===== config.mk =====
export PLATFORM = sky130hd
export DESIGN_NAME = oled_screen_scheduler
export DESIGN_NICKNAME = d
export VERILOG_FILES = /design/src/rtl/oled_screen_scheduler_pkg.sv /design/src/rtl/oled_screen_scheduler_xy_decode.sv /design/src/rtl/oled_screen_scheduler.sv
export SDC_FILE = /design/constraint.sdc
export NUM_CORES = 1
export LEC_CHECK = 0
export BUFFER_PORTS_ARGS = -buffer_cell sky130_fd_sc_hd__buf_2
export CAP_MARGIN = 5
export CORE_MARGIN = 2
export CORE_UTILIZATION = 47
export CTS_CLUSTER_DIAMETER = 80
export DETAILED_ROUTE_END_ITERATION = 7
export PLACE_DENSITY = 0.81
export SLEW_MARGIN = 20
export SYNTH_ARGS = -nofsm -noshare
export SYNTH_HDL_FRONTEND = slang
export SYNTH_SLANG_ARGS = --single-unit

===== constraint.sdc =====
create_clock -name clock -period 6.55 [get_ports clock]
set_input_delay 1.6375 -clock clock [delete_from_list [all_inputs] [get_ports clock]]
set_output_delay 1.6375 -clock clock [all_outputs]
set_load 0.05 [all_outputs]

===== src/rtl/oled_screen_scheduler_pkg.sv =====
// oled_screen_scheduler_pkg
// Shared constants and types for the OLED screen scheduler and its helpers.
//   OLED_WIDTH / OLED_HEIGHT / OLED_PIXELS : panel geometry (96x64)
//   COLOR_BLACK                            : RGB565 black
//   sched_state_t                          : scheduler state encoding
//   step_src()                             : next/previous source with wraparound
package oled_screen_scheduler_pkg;

   localparam int          OLED_WIDTH  = 96;
   localparam int          OLED_HEIGHT = 64;
   localparam int          OLED_PIXELS = OLED_WIDTH * OLED_HEIGHT;
   localparam logic [15:0] COLOR_BLACK = 16'h0000;

   typedef enum logic [1:0] {
      SHOW    = 2'd0,
      PENDING = 2'd1,
      BLANK   = 2'd2
   } sched_state_t;

   // Step one source forward (fwd=1) or backward (fwd=0), wrapping in 0..num_src-1.
   function automatic logic [2:0] step_src(input logic [2:0] base,
                                           input logic       fwd,
                                           input int         num_src);
      int nxt;
      if (fwd) nxt = (int'(base) + 1) % num_src;
      else     nxt = (int'(base) + num_src - 1) % num_src;
      return 3'(nxt);
   endfunction

endpackage


===== src/rtl/oled_screen_scheduler_xy_decode.sv =====
// oled_xy_decode
// Splits the OLED driver's linear pixel_index into column/row coordinates.
//   pixel_index : linear index from the OLED driver (row-major)
//   x           : column, pixel_index mod WIDTH (0 when out of range)
//   y           : row, pixel_index / WIDTH (0 when out of range)
//   in_range    : pixel_index < WIDTH*HEIGHT
module oled_xy_decode
   import oled_screen_scheduler_pkg::*;
#(
   parameter int WIDTH  = OLED_WIDTH,
   parameter int HEIGHT = OLED_HEIGHT
) (
   input  logic [12:0] pixel_index,
   output logic [6:0]  x,
   output logic [6:0]  y,
   output logic        in_range
);

   int idx;

   always_comb begin
      idx      = int'(pixel_index);
      in_range = (idx < WIDTH * HEIGHT);
      if (in_range) begin
         x = 7'(idx % WIDTH);
         y = 7'(idx / WIDTH);
      end else begin
         x = '0;
         y = '0;
      end
   end

endmodule


===== src/rtl/oled_screen_scheduler.sv =====
// oled_screen_scheduler
// Shares one 96x64 OLED pixel stream between NUM_SRC renderers. Every screen
// change waits for a frame boundary, then shows one full black frame, then
// switches on the following frame boundary.
//   clock, reset    : pixel clock, asynchronous active-high reset
//   frame_begin     : one-cycle pulse at the start of each frame
//   pixel_index     : current pixel from the OLED driver
//   btn_next/prev   : single-cycle screen change requests
//   demo_en         : auto-cycle through screens every DEMO_FRAMES frames
//   render_data     : packed renderer outputs, source k at [16k+15:16k]
//   x, y            : decoded coordinates shared by all renderers
//   oled_data       : selected pixel, registered (1-cycle latency)
//   active_src      : source currently on screen
//   switching       : a screen change is in progress
module oled_screen_scheduler
   import oled_screen_scheduler_pkg::*;
#(
   parameter int NUM_SRC     = 4,
   parameter int DEFAULT_SRC = 0,
   parameter int DEMO_FRAMES = 120,
   parameter int WIDTH       = OLED_WIDTH,
   parameter int HEIGHT      = OLED_HEIGHT
) (
   input  logic                  clock,
   input  logic                  reset,
   input  logic                  frame_begin,
   input  logic [12:0]           pixel_index,
   input  logic                  btn_next,
   input  logic                  btn_prev,
   input  logic                  demo_en,
   input  logic [NUM_SRC*16-1:0] render_data,
   output logic [6:0]            x,
   output logic [6:0]            y,
   output logic [15:0]           oled_data,
   output logic [2:0]            active_src,
   output logic                  switching
);

   localparam int CNT_W = (DEMO_FRAMES > 1) ? $clog2(DEMO_FRAMES) : 1;

   sched_state_t     state;
   logic [2:0]       target;
   logic [CNT_W-1:0] demo_cnt;
   logic             in_range;
   logic [15:0]      sel_data;
   logic [2:0]       base;
   logic             manual;
   logic             cnt_last;
   logic             demo_fire;
   logic             req_valid;
   logic [2:0]       req_src;

   oled_xy_decode #(
      .WIDTH  (WIDTH),
      .HEIGHT (HEIGHT)
   ) u_xy (
      .pixel_index (pixel_index),
      .x           (x),
      .y           (y),
      .in_range    (in_range)
   );

   always_comb begin
      sel_data = COLOR_BLACK;
      for (int k = 0; k < NUM_SRC; k++) begin
         if (active_src == 3'(k)) sel_data = render_data[16*k +: 16];
      end
   end

   // While a change is in flight, further presses step from the pending
   // target rather than from what is on screen, so repeated presses accumulate.
   always_comb begin
      base      = (state == SHOW) ? active_src : target;
      manual    = btn_next ^ btn_prev;
      cnt_last  = (demo_cnt == CNT_W'(DEMO_FRAMES - 1));
      demo_fire = (state == SHOW) && demo_en && frame_begin && cnt_last;
      req_valid = manual | demo_fire;
      req_src   = step_src(base, manual ? btn_next : 1'b1, NUM_SRC);
   end

   // Demo counter only advances while a screen is steadily shown; the frame
   // boundary that ends a blank frame is not counted.
   always_ff @(posedge clock or posedge reset) begin
      if (reset) begin
         demo_cnt <= '0;
      end else if (manual || !demo_en) begin
         demo_cnt <= '0;
      end else if (state == SHOW && frame_begin) begin
         demo_cnt <= cnt_last ? '0 : demo_cnt + CNT_W'(1);
      end
   end

   // A request taken in SHOW always passes through PENDING first, so the
   // current screen gets at least one complete frame before blanking.
   always_ff @(posedge clock or posedge reset) begin
      if (reset) begin
         state      <= SHOW;
         target     <= 3'(DEFAULT_SRC);
         active_src <= 3'(DEFAULT_SRC);
         switching  <= 1'b0;
      end else begin
         case (state)
            SHOW: begin
               if (req_valid) begin
                  target    <= req_src;
                  state     <= PENDING;
                  switching <= 1'b1;
               end
            end
            PENDING: begin
               if (req_valid) target <= req_src;
               if (frame_begin) state <= BLANK;
            end
            BLANK: begin
               if (req_valid) target <= req_src;
               if (frame_begin) begin
                  active_src <= req_valid ? req_src : target;
                  state      <= SHOW;
                  switching  <= 1'b0;
               end
            end
            default: begin
               state     <= SHOW;
               switching <= 1'b0;
            end
         endcase
      end
   end

   always_ff @(posedge clock or posedge reset) begin
      if (reset) begin
         oled_data <= COLOR_BLACK;
      end else if (state == BLANK || !in_range) begin
         oled_data <= COLOR_BLACK;
      end else begin
         oled_data <= sel_data;
      end
   end

endmodule


=== Word level (Yosys, flattened, before mapping) ===
Cells that the tools add are included.

* Multiplexer cells: 21
* Shift operators: 0
* Order comparisons: 1
* Bitwise operators: 5
* Eq/ne operators: 9
* Reduce and logical (&&, ||, !) cells: 17
* $add $sub $neg: 4
* Multipliers: 0
* Divide/modulo/power cells: 2

{| class="wikitable"
|+ Operators by type and width
! kind !! count
|-
| $mux 16 || 5
|-
| $mux 7 || 5
|-
| $div 14x8->32 const B || 1
|-
| $mod 14x8->32 const B || 1
|-
| $lt 13x13->1 const B || 1
|-
| $mux 3 || 3
|-
| $add 7x1->7 const B || 1
|-
| $eq 7x7->1 const B || 1
|-
| $eq 3x2->1 const B || 2
|-
| $mux 2 || 3
|-
| $ne 2x2->1 const B || 3
|-
| $pmux 2 s3 || 1
|-
| $reduce_and 3->1 || 2
|-
| $sub 4x1->5 const B || 1
|-
| $add 3x3->4 const B || 1
|-
| $logic_and 1x1->1 || 4
|-
| $reduce_or 2->1 || 2
|-
| $eq 3x1->1 const B || 1
|-
| $logic_not 3->1 || 1
|-
| $mux 1 || 3
|-
| $pmux 1 s3 || 1
|-
| $reduce_or 3->1 || 1
|-
| $add 2x1->2 const B || 1
|-
| $eq 2x1->1 const B || 1
|-
| 11 further kinds || 13
|}

* Logic and storage cells: 65
* Input bits: 83
* RAM bits: 0
* Memories kept: 0
* Memory bits (read-only): 0
* Register bits after elaboration: 32
* Bits in latches: 0

=== Longest topological paths before layout ===
Gate-level depths: netlist of the first run.

* Depth in word-level cells: 8
* Depth in mapped cells: 11
* Depth with buffers taken out: 9

=== Modules after synthesis ===
A second synthesis of the first run with hierarchy kept.

* Cell total of the unflattened synthesis: 309
* Area total of the unflattened synthesis: 2738.9 µm²

{| class="wikitable"
|+ Modules (own cells, without submodules)
! module !! cells each !! area an instance (µm²) !! instances
|-
| oled_screen_scheduler || 183 || 1835.5 || 1
|-
| oled_xy_decode || 126 || 903.4 || 1
|}

=== Worst setup path before layout of the first run ===
OpenSTA, ideal clock, no wires.

* Path type: input-to-output
* Start: in pixel_index[11]
* End: out y[0]
* Stages on the path: 11
* Arrival: 4.855 ns
* Path slack: 0.057 ns
* Path buffers: 2
* Cells stage by stage: buf_6 dlygate4sd3_1 ha_1 and4bb_1 a221oi_1 o21ai_1 a211oi_1 a21oi_1 a211oi_1 o21ai_0 a21oi_1

* Word-level cells in the longest chain between the ends: 2

{| class="wikitable"
|+ RTL lines
! item !! RTL line !! source
|-
| start, declared || oled_screen_scheduler.sv:27 || <nowiki>input logic [12:0] pixel_index,</nowiki>
|-
| $div 14x8->32 or $lt 13x13->1 (tied branches) || oled_screen_scheduler_xy_decode.sv:26, oled_screen_scheduler_xy_decode.sv:23 ||
|-
| $mux 7 (*) || oled_screen_scheduler_xy_decode.sv:24 || <nowiki>if (in_range) begin</nowiki>
|-
| end, declared || oled_screen_scheduler.sv:33 || <nowiki>output logic [6:0] y,</nowiki>
|}

Mark *: on every way between the ends. The rest lies on a longest branch, timed or not.

=== Worst setup path in the final report of the first run ===
* Start: in pixel_index[12]
* End: out x[5]

* Word-level cells in the longest chain between the ends: 2

{| class="wikitable"
|+ RTL lines
! item !! RTL line !! source
|-
| $mod 14x8->32 or $lt 13x13->1 (tied branches) || oled_screen_scheduler_xy_decode.sv:25, oled_screen_scheduler_xy_decode.sv:23 ||
|-
| $mux 7 (*) || oled_screen_scheduler_xy_decode.sv:24 ||
|-
| end, declared || oled_screen_scheduler.sv:32 || <nowiki>output logic [6:0] x,</nowiki>
|}

Marks and branches as above.

==> run summary, run 1 <==
Status -> finished, final reports clean
Number of global-route vias before repair -> 2248
Worst-case clock buffer depth -> 2
Grt ovf -> 0
PnR worst setup slack -> 0.480 ns
Ys async rst share -> 1.00
Die W -> 76.3 microns
Core ar. -> 5070 sq um
Initial antenna violation count -> 0
WP buf/inv -> 2
Largest cells by area after synthesis -> dfrtp_1 33%, mux4_2 15%, nor2b_1 4.8%, a21oi_1 3.5%, nand2_1 3.1%
Sw power -> 0.000533 W
Num CTS Buffers -> 5
Total wire length -> 6040 microns
Synth Cell Area -> 2460 sq um
Crit. End Element -> primary output
Clk slew on worst S/H paths -> 0.07 ns
Distinct cells, synth -> 59
Post-synth top area share -> 0.326
Die area -> 5820 sq um
Clock power share -> 0.163
Lkg Pwr -> 1.47 nW
Worst endpoint required time -> 4.91 ns
Row count -> 26
Met3 routed WL -> 518 microns
CP max FO -> 14
MaxCap Viol Count -> 0
Met2 WL -> 3010 microns
DRT met1 WL -> 2420 microns
Top sig layer -> met4
Final instance area -> 3110 sq um
Gate power share -> 0.555
Post-synthesis sequential element count -> 32
Final Cycle Share -> 0.927
Cts hold-fix bufs -> 0
Ys flop type -> dfrtp_1
CP max stage cell -> ha_1
Post-route DRC violation count -> 0
Hold Slack -> 0.520 ns
Peak VDD IR -> 0.000182 V
Register share of total power -> 0.282
Worst Hold Class -> reg -> reg
Register area share after synthesis -> 0.326
Post-synth EDFFs -> 0
Worst Path Arrival -> 4.43 ns
Area occupied by multi-input gates -> 1490 sq um
Area leader, netlist -> dfrtp_1
Layout cells sized above 1 -> 0.429
Post-Syn Area per Cell -> 9.64 sq um
Clock root buffer -> clkbuf_8
Min Tclk post-route -> 6.07 ns
Slew Limit Fails -> 0
Fill cells -> 452
Final setup vio count -> 0
Syn-to-layout area delta -> 26.7%
Syn Inst Count -> 255
Net count after synthesis -> 341
Ant. Diodes -> 0
Cell mode on critical path -> buf_2
Post-CTS Setup Inserts -> 0
Initial drt markers -> 104
Input/output buffers -> 115
Die Y -> 76.3 microns
Post-cts sizing count -> 0
Nets -> 446
Total negative slack -> 0 ns
Yosys warns -> 0
Worst-Skew Late Latency -> 0.28 ns
Pint -> 0.000605 W
Routed len/inst -> 14.0 microns
Storage cell area -> 801 sq um
Largest net degree at the start of global routing -> 33
Path type of the worst setup path -> in -> out
Worst path top cell family by delay -> compound AO/OA/AOI/OAI gates
RSZ-0062 raised after global routing -> false
First-pass GRT wire length -> 10100 microns
Initial core utilization -> 0.484
Cell Chain, Critical Path -> buf_2 > ha_1 > and4bb_1 > a221oi_1 > o21a_2 > mux2_2 > a21oi_1 > nor3_1 > o22ai_2 > mux2_4 > buf_2
Post-layout util -> 0.613
Setup crit start kind -> primary input
Tightest Pin Transition -> 0.763 ns
RePlAce Congestion -> 0.889
Max incr delay on CP -> 0.41 ns
Layout Skew -> 0.00242 ns
Net Sw Frac -> 0.469
# IOs -> 117
Slew headroom -> 0.491
Final hold violations -> 0
Via count -> 2379
Via-to-Cell Ratio -> 5.52
Achievable Freq -> 165 MHz
Tot GR Track Use -> 0.213
H-tree Lvls -> 2
Clock sinks -> 32
Power Dens Cells -> 366 nW/um^2
Placed Area -> 3010 sq um
Routed Antenna Nets -> 0
Router iterations before antenna repair -> 5
Pre-CTS setup slack -> 0.506 ns
CTS tree -> done
HPWL after detailed placement -> 4650 microns
-- per-layer routing --
layer  vias to the layer above  global-route usage
li1                       1134                   -
met5                         -                   0
met4                         0              0.0673
met1                      1113               0.258
met3                         8              0.0533
met2                       124               0.373
-- sequential cells by signal (all words and copies together), names as in the netlist --
register	flops
target	3
demo_cnt	7
switching	1
oled_data	16
state	2
active_src	3
-- cell usage in the layout (no fill, tap or decap), types with 5 or more instances in the layout --
master / instances
a211oi_1: 5
a21oi_1: 17
and2_1: 5
buf_2: 115
clkbuf_8: 5
dfrtp_1: 32
inv_1: 8
mux4_2: 16
nand2_1: 20
nand3b_1: 5
nor2_1: 19
nor2b_1: 19
nor3_1: 8
o21a_1: 5
o21ai_0: 13
xor2_1: 5
-- per-stage QoR --
stage          cells  power [W]
2_1_floorplan    255   0.000821
3_3_place_gp     423   0.000942
3_5_place_dp     423   0.000958
4_1_cts          431    0.00115
5_1_grt          431    0.00120
6_report         431    0.00114
-- cell type report --
type	instances	share of cell area
Tap cell	70	0.0281
Multi-Input combinational cell	195	0.480
Inverter	9	0.0109
Timing Repair Buffer	117	0.190
Clock inverter	2	0.0113
Clock buffer	6	0.0233
Sequential cell	32	0.257
-- power groups by stage --
| stage | logic (W) | registers [W] | clock network [W] |
|---|---|---|---|
| CTS | 0.000638 | 0.000320 | 0.000188 |
| detailed placement | 0.000635 | 0.000324 | 0 |
| floorplan | 0.000336 | 0.000486 | 0 |
| global placement | 0.000624 | 0.000319 | 0 |
| global route | 0.000678 | 0.000331 | 0.000194 |
| finish | 0.000632 | 0.000321 | 0.000186 |
-- cell usage after synthesis (all sizes together), types with 3 or more instances --
cell	instances
a211oi	5
a21oi	18
and2	8
and3	3
buf	6
clkbuf	12
dfrtp	32
ha	3
inv	9
mux2	3
mux4	16
nand2	20
nand3	4
nand3b	5
nor2	19
nor2b	20
nor3	8
nor4	3
o21a	6
o21ai	17
or3	4
xnor2	3
xor2	5
-- final timing paths --
path | startpoint | to | slack, ns | depth (start not counted)
hold reg to reg | target[2] | target[2] | 0.52 | 1
setup reg to reg | state[0] | target[1] | 4.27 | 7
min in group asynchronous | reset | oled_data[7] | 1.42 | 3
max in group asynchronous | reset | demo_cnt[5] | 4.83 | 3
hold / removal | target[2] | target[2] | 0.52 | 1
setup / recovery | pixel_index[12] | x[5] | 0.48 | 11
-- cell families after synthesis --
logic type	share of synthesized area
AO/OA/AOI/OAI	0.167
XOR/XNOR	0.0285
adder cells (fa/ha/maj)	0.0194
buffers and inverters	0.0667
flip-flops	0.326
multiplexers	0.166
other	0.00153
AND/OR/NAND/NOR	0.226
Note: power is estimated with default switching activity, not from simulation.
==> inputs of run 2 (changes only) <==
Settings changed: CORE_MARGIN 2 to 3, GPL_TIMING_DRIVEN set to 0.
==> run 2 against run 1 <==
Net effect:
- total power decreased by 2.5%
- clock power is 27% lower
- sequential share of layout area fell by 0.77 points
- sequential cell count unchanged
- cell count increased by 2.8%
- combinational power rose by 8.1%
- clock skew up 0.0046 ns
- non-clock buffer count rose by 16
==> run summary, run 2 (same netlist as run 1, synthesis figures left out) <==
Post-route insts no fill -> 443 (+2.8%)
Lkg Pwr -> 1.51 nW (+2.8%)
Worst R2R End -> target[1]
Post-route DRC violation count -> 0 (unchanged)
Crit. End Element -> primary output
Achievable Freq -> 156 MHz (-5.1%)
Total negative slack -> 0 ns (unchanged)
Reg2Reg Setup Slack -> 4.13 ns (-0.14 ns)
Die W -> 78.3 microns (+2.6%)
Largest net degree at the start of global routing -> 33 (unchanged)
First-pass GRT wire length -> 10200 microns (+0.21%)
Total wire length -> 6310 microns (+4.6%)
Num CTS Buffers -> 5 (unchanged)
RePlAce Congestion -> 0.843 (-5.1%)
Top Registers -> oled_data x16, demo_cnt x7
HP Start -> target[2]
Final Cycle Share -> 0.976 (+0.0495)
Tightest Pin Transition -> 0.792 ns (+0.0290 ns)
Syn-to-layout area delta -> 30.6%
Most flops, register -> oled_data
HPWL after detailed placement -> 5040 microns (+8.2%)
Grt ovf -> 0 (unchanged)
Hold EP -> target[2]
Fill cells -> 428 (-5.3%)
Worst R2R Start -> state[1]
Core ar. -> 4880 sq um (-3.8%)
Worst endpoint required time -> 4.91 ns (about the same)
M3 GR Usage -> 0.0482 (-0.00515)
Clock root buffer -> clkbuf_8
Commonest non-fill, non-tap cell in the layout -> buf_2
RSZ-0062 raised after global routing -> false
Layout Skew -> 0.00702 ns (+0.00459 ns)
# IOs -> 117 (unchanged)
Layout cells sized above 1 -> 0.439 (+0.00947)
MaxCap Viol Count -> 0 (unchanged)
Routed len/inst -> 14.2 microns (+1.8%)
Path type of the worst setup path -> in -> out
Routed Antenna Nets -> 0 (unchanged)
Initial core utilization -> 0.504 (+0.0194)
Final setup vio count -> 0 (unchanged)
Die area -> 6130 sq um (+5.3%)
Slew headroom -> 0.472 (-0.0193)
Cell mode on critical path -> a21oi_1
Ant. Diodes -> 0 (unchanged)
Slew Limit Fails -> 0 (unchanged)
Router iterations before antenna repair -> 4 (-1)
Clock sinks -> 32 (unchanged)
Number of global-route vias before repair -> 2296 (+2.1%)
Min Tclk post-route -> 6.39 ns (+0.324 ns)
CTS tree -> done
Nets -> 462 (+3.6%)
Input/output buffers -> 113 (-1.7%)
Via-to-Cell Ratio -> 5.33 (-3.4%)
Most frequent cells in the layout -> 114 x buf_2, 32 x dfrtp_1, 20 x nand2_1
Row count -> 25 (-3.8%)
Status -> finished, final reports clean
CP max FO -> 9 (-5)
Worst Hold Class -> reg -> reg
Placed insts -> 435 (+2.8%)
GRT busiest layer -> met2
Max incr delay on CP -> 0.55 ns (+0.14 ns)
H-tree Lvls -> 2 (unchanged)
Worst-Skew Late Latency -> 0.28 ns (about the same)
Worst-case clock buffer depth -> 2 (unchanged)
Max reg flops -> 16 (unchanged)
Cts hold-fix bufs -> 0 (unchanged)
Die Y -> 78.3 microns (+2.6%)
Clk slew on worst S/H paths -> 0.06 ns (about the same)
Final hold violations -> 0 (unchanged)
Cells on worst reg2reg path -> 8 (+1)
Via count -> 2361 (-0.76%)
Initial drt markers -> 96 (-7.7%)
Met1 Use GR -> 0.230 (-0.0282)
Peak VDD IR -> 0.000189 V (+4.2%)
Worst Path Arrival -> 4.76 ns (+0.33 ns)
Initial antenna violation count -> 0 (unchanged)
WHS Path Cells -> 1 (unchanged)
Cell Chain, Critical Path -> buf_6 > dlygate4sd3_1 > ha_2 > or3b_2 > a21oi_1 > nor4_1 > mux2_2 > a21oi_1 > nor3_1 > o22ai_2 > mux2_4 > buf_2
Power Dens Cells -> 346 nW/um^2 (-5.4%)
Post-layout util -> 0.658 (+0.0443)
M2 GR Usage -> 0.391 (+0.0178)
Overall power -> 0.00111 W (-2.5%)
Setup crit start kind -> primary input
Tot GR Track Use -> 0.206 (-0.00713)
CP max stage cell -> dlygate4sd3_1
==> run 2: what timing repair did <==
action / 4_1_cts / 5_1_grt
buffers inserted: 0 / 1
resized for setup: 0 / 4
endpoints found under the setup margin: 0 / 2
==> run 2: power by group <==
| part | switching [W] | internal, W |
|---|---|---|
| Clock | 0.0000636 | 0.0000720 |
| Sequential | 0.0000273 | 0.000264 |
| Combinational | 0.000445 | 0.000238 |
==> run 2: cell type report <==
cell class,instances,area [sq um],area share
multi-input cells,195,1510,0.471
flip-flops and latches,32,801,0.250
repair buffers,114,573,0.179
plain buffers,19,130,0.0405
well taps,67,83.8,0.0261
clock buffers,6,72.6,0.0226
inverters,9,33.8,0.0105
clock inverters,1,5.00,0.00156
==> run 2: worst max-delay path by stage <==
stage / slack [ns] / depth (start not counted) / startpoint / end
floorplan: 0.06 / 11 / pixel_index[11] / y[0]
global placement: 0.09 / 12 / pixel_index[11] / x[5]
detailed placement: 0.08 / 12 / pixel_index[11] / x[5]
CTS: 0.08 / 12 / pixel_index[11] / x[5]
global route: 0.03 / 12 / pixel_index[11] / x[5]
finish: 0.16 / 12 / pixel_index[11] / x[5]
==> run 2: worst max-delay path, delay by kind of cell <==
family                   cells  cell delay (ns)
buffers and inverters        3             0.87
AND/OR/NAND/NOR              3             0.66
AO/OA/AOI/OAI                3             0.65
multiplexers                 2             0.62
adder cells (fa/ha/maj)      1             0.31
==> run 2: routing by layer <==
layer | part of all wire | wire length [microns] | vias to the layer above
li1 | - | - | 1170
met3 | 0.072 | 454 | 4
met2 | 0.54 | 3380 | 83
met1 | 0.39 | 2440 | 1104
met5 | 0 | 0 | -
met4 | 0.0060 | 38 | 0
==> run 2: per-stage QoR <==
step                hold WS [ns]  cell area (sq um)  worst slack, ns
floorplan                  0.464               2460           0.0574
global placement           0.493               3110           0.0863
detailed placement         0.493               3110           0.0794
CTS                        0.511               3180           0.0836
global route               0.546               3210           0.0342
finish                     0.502               3210            0.156
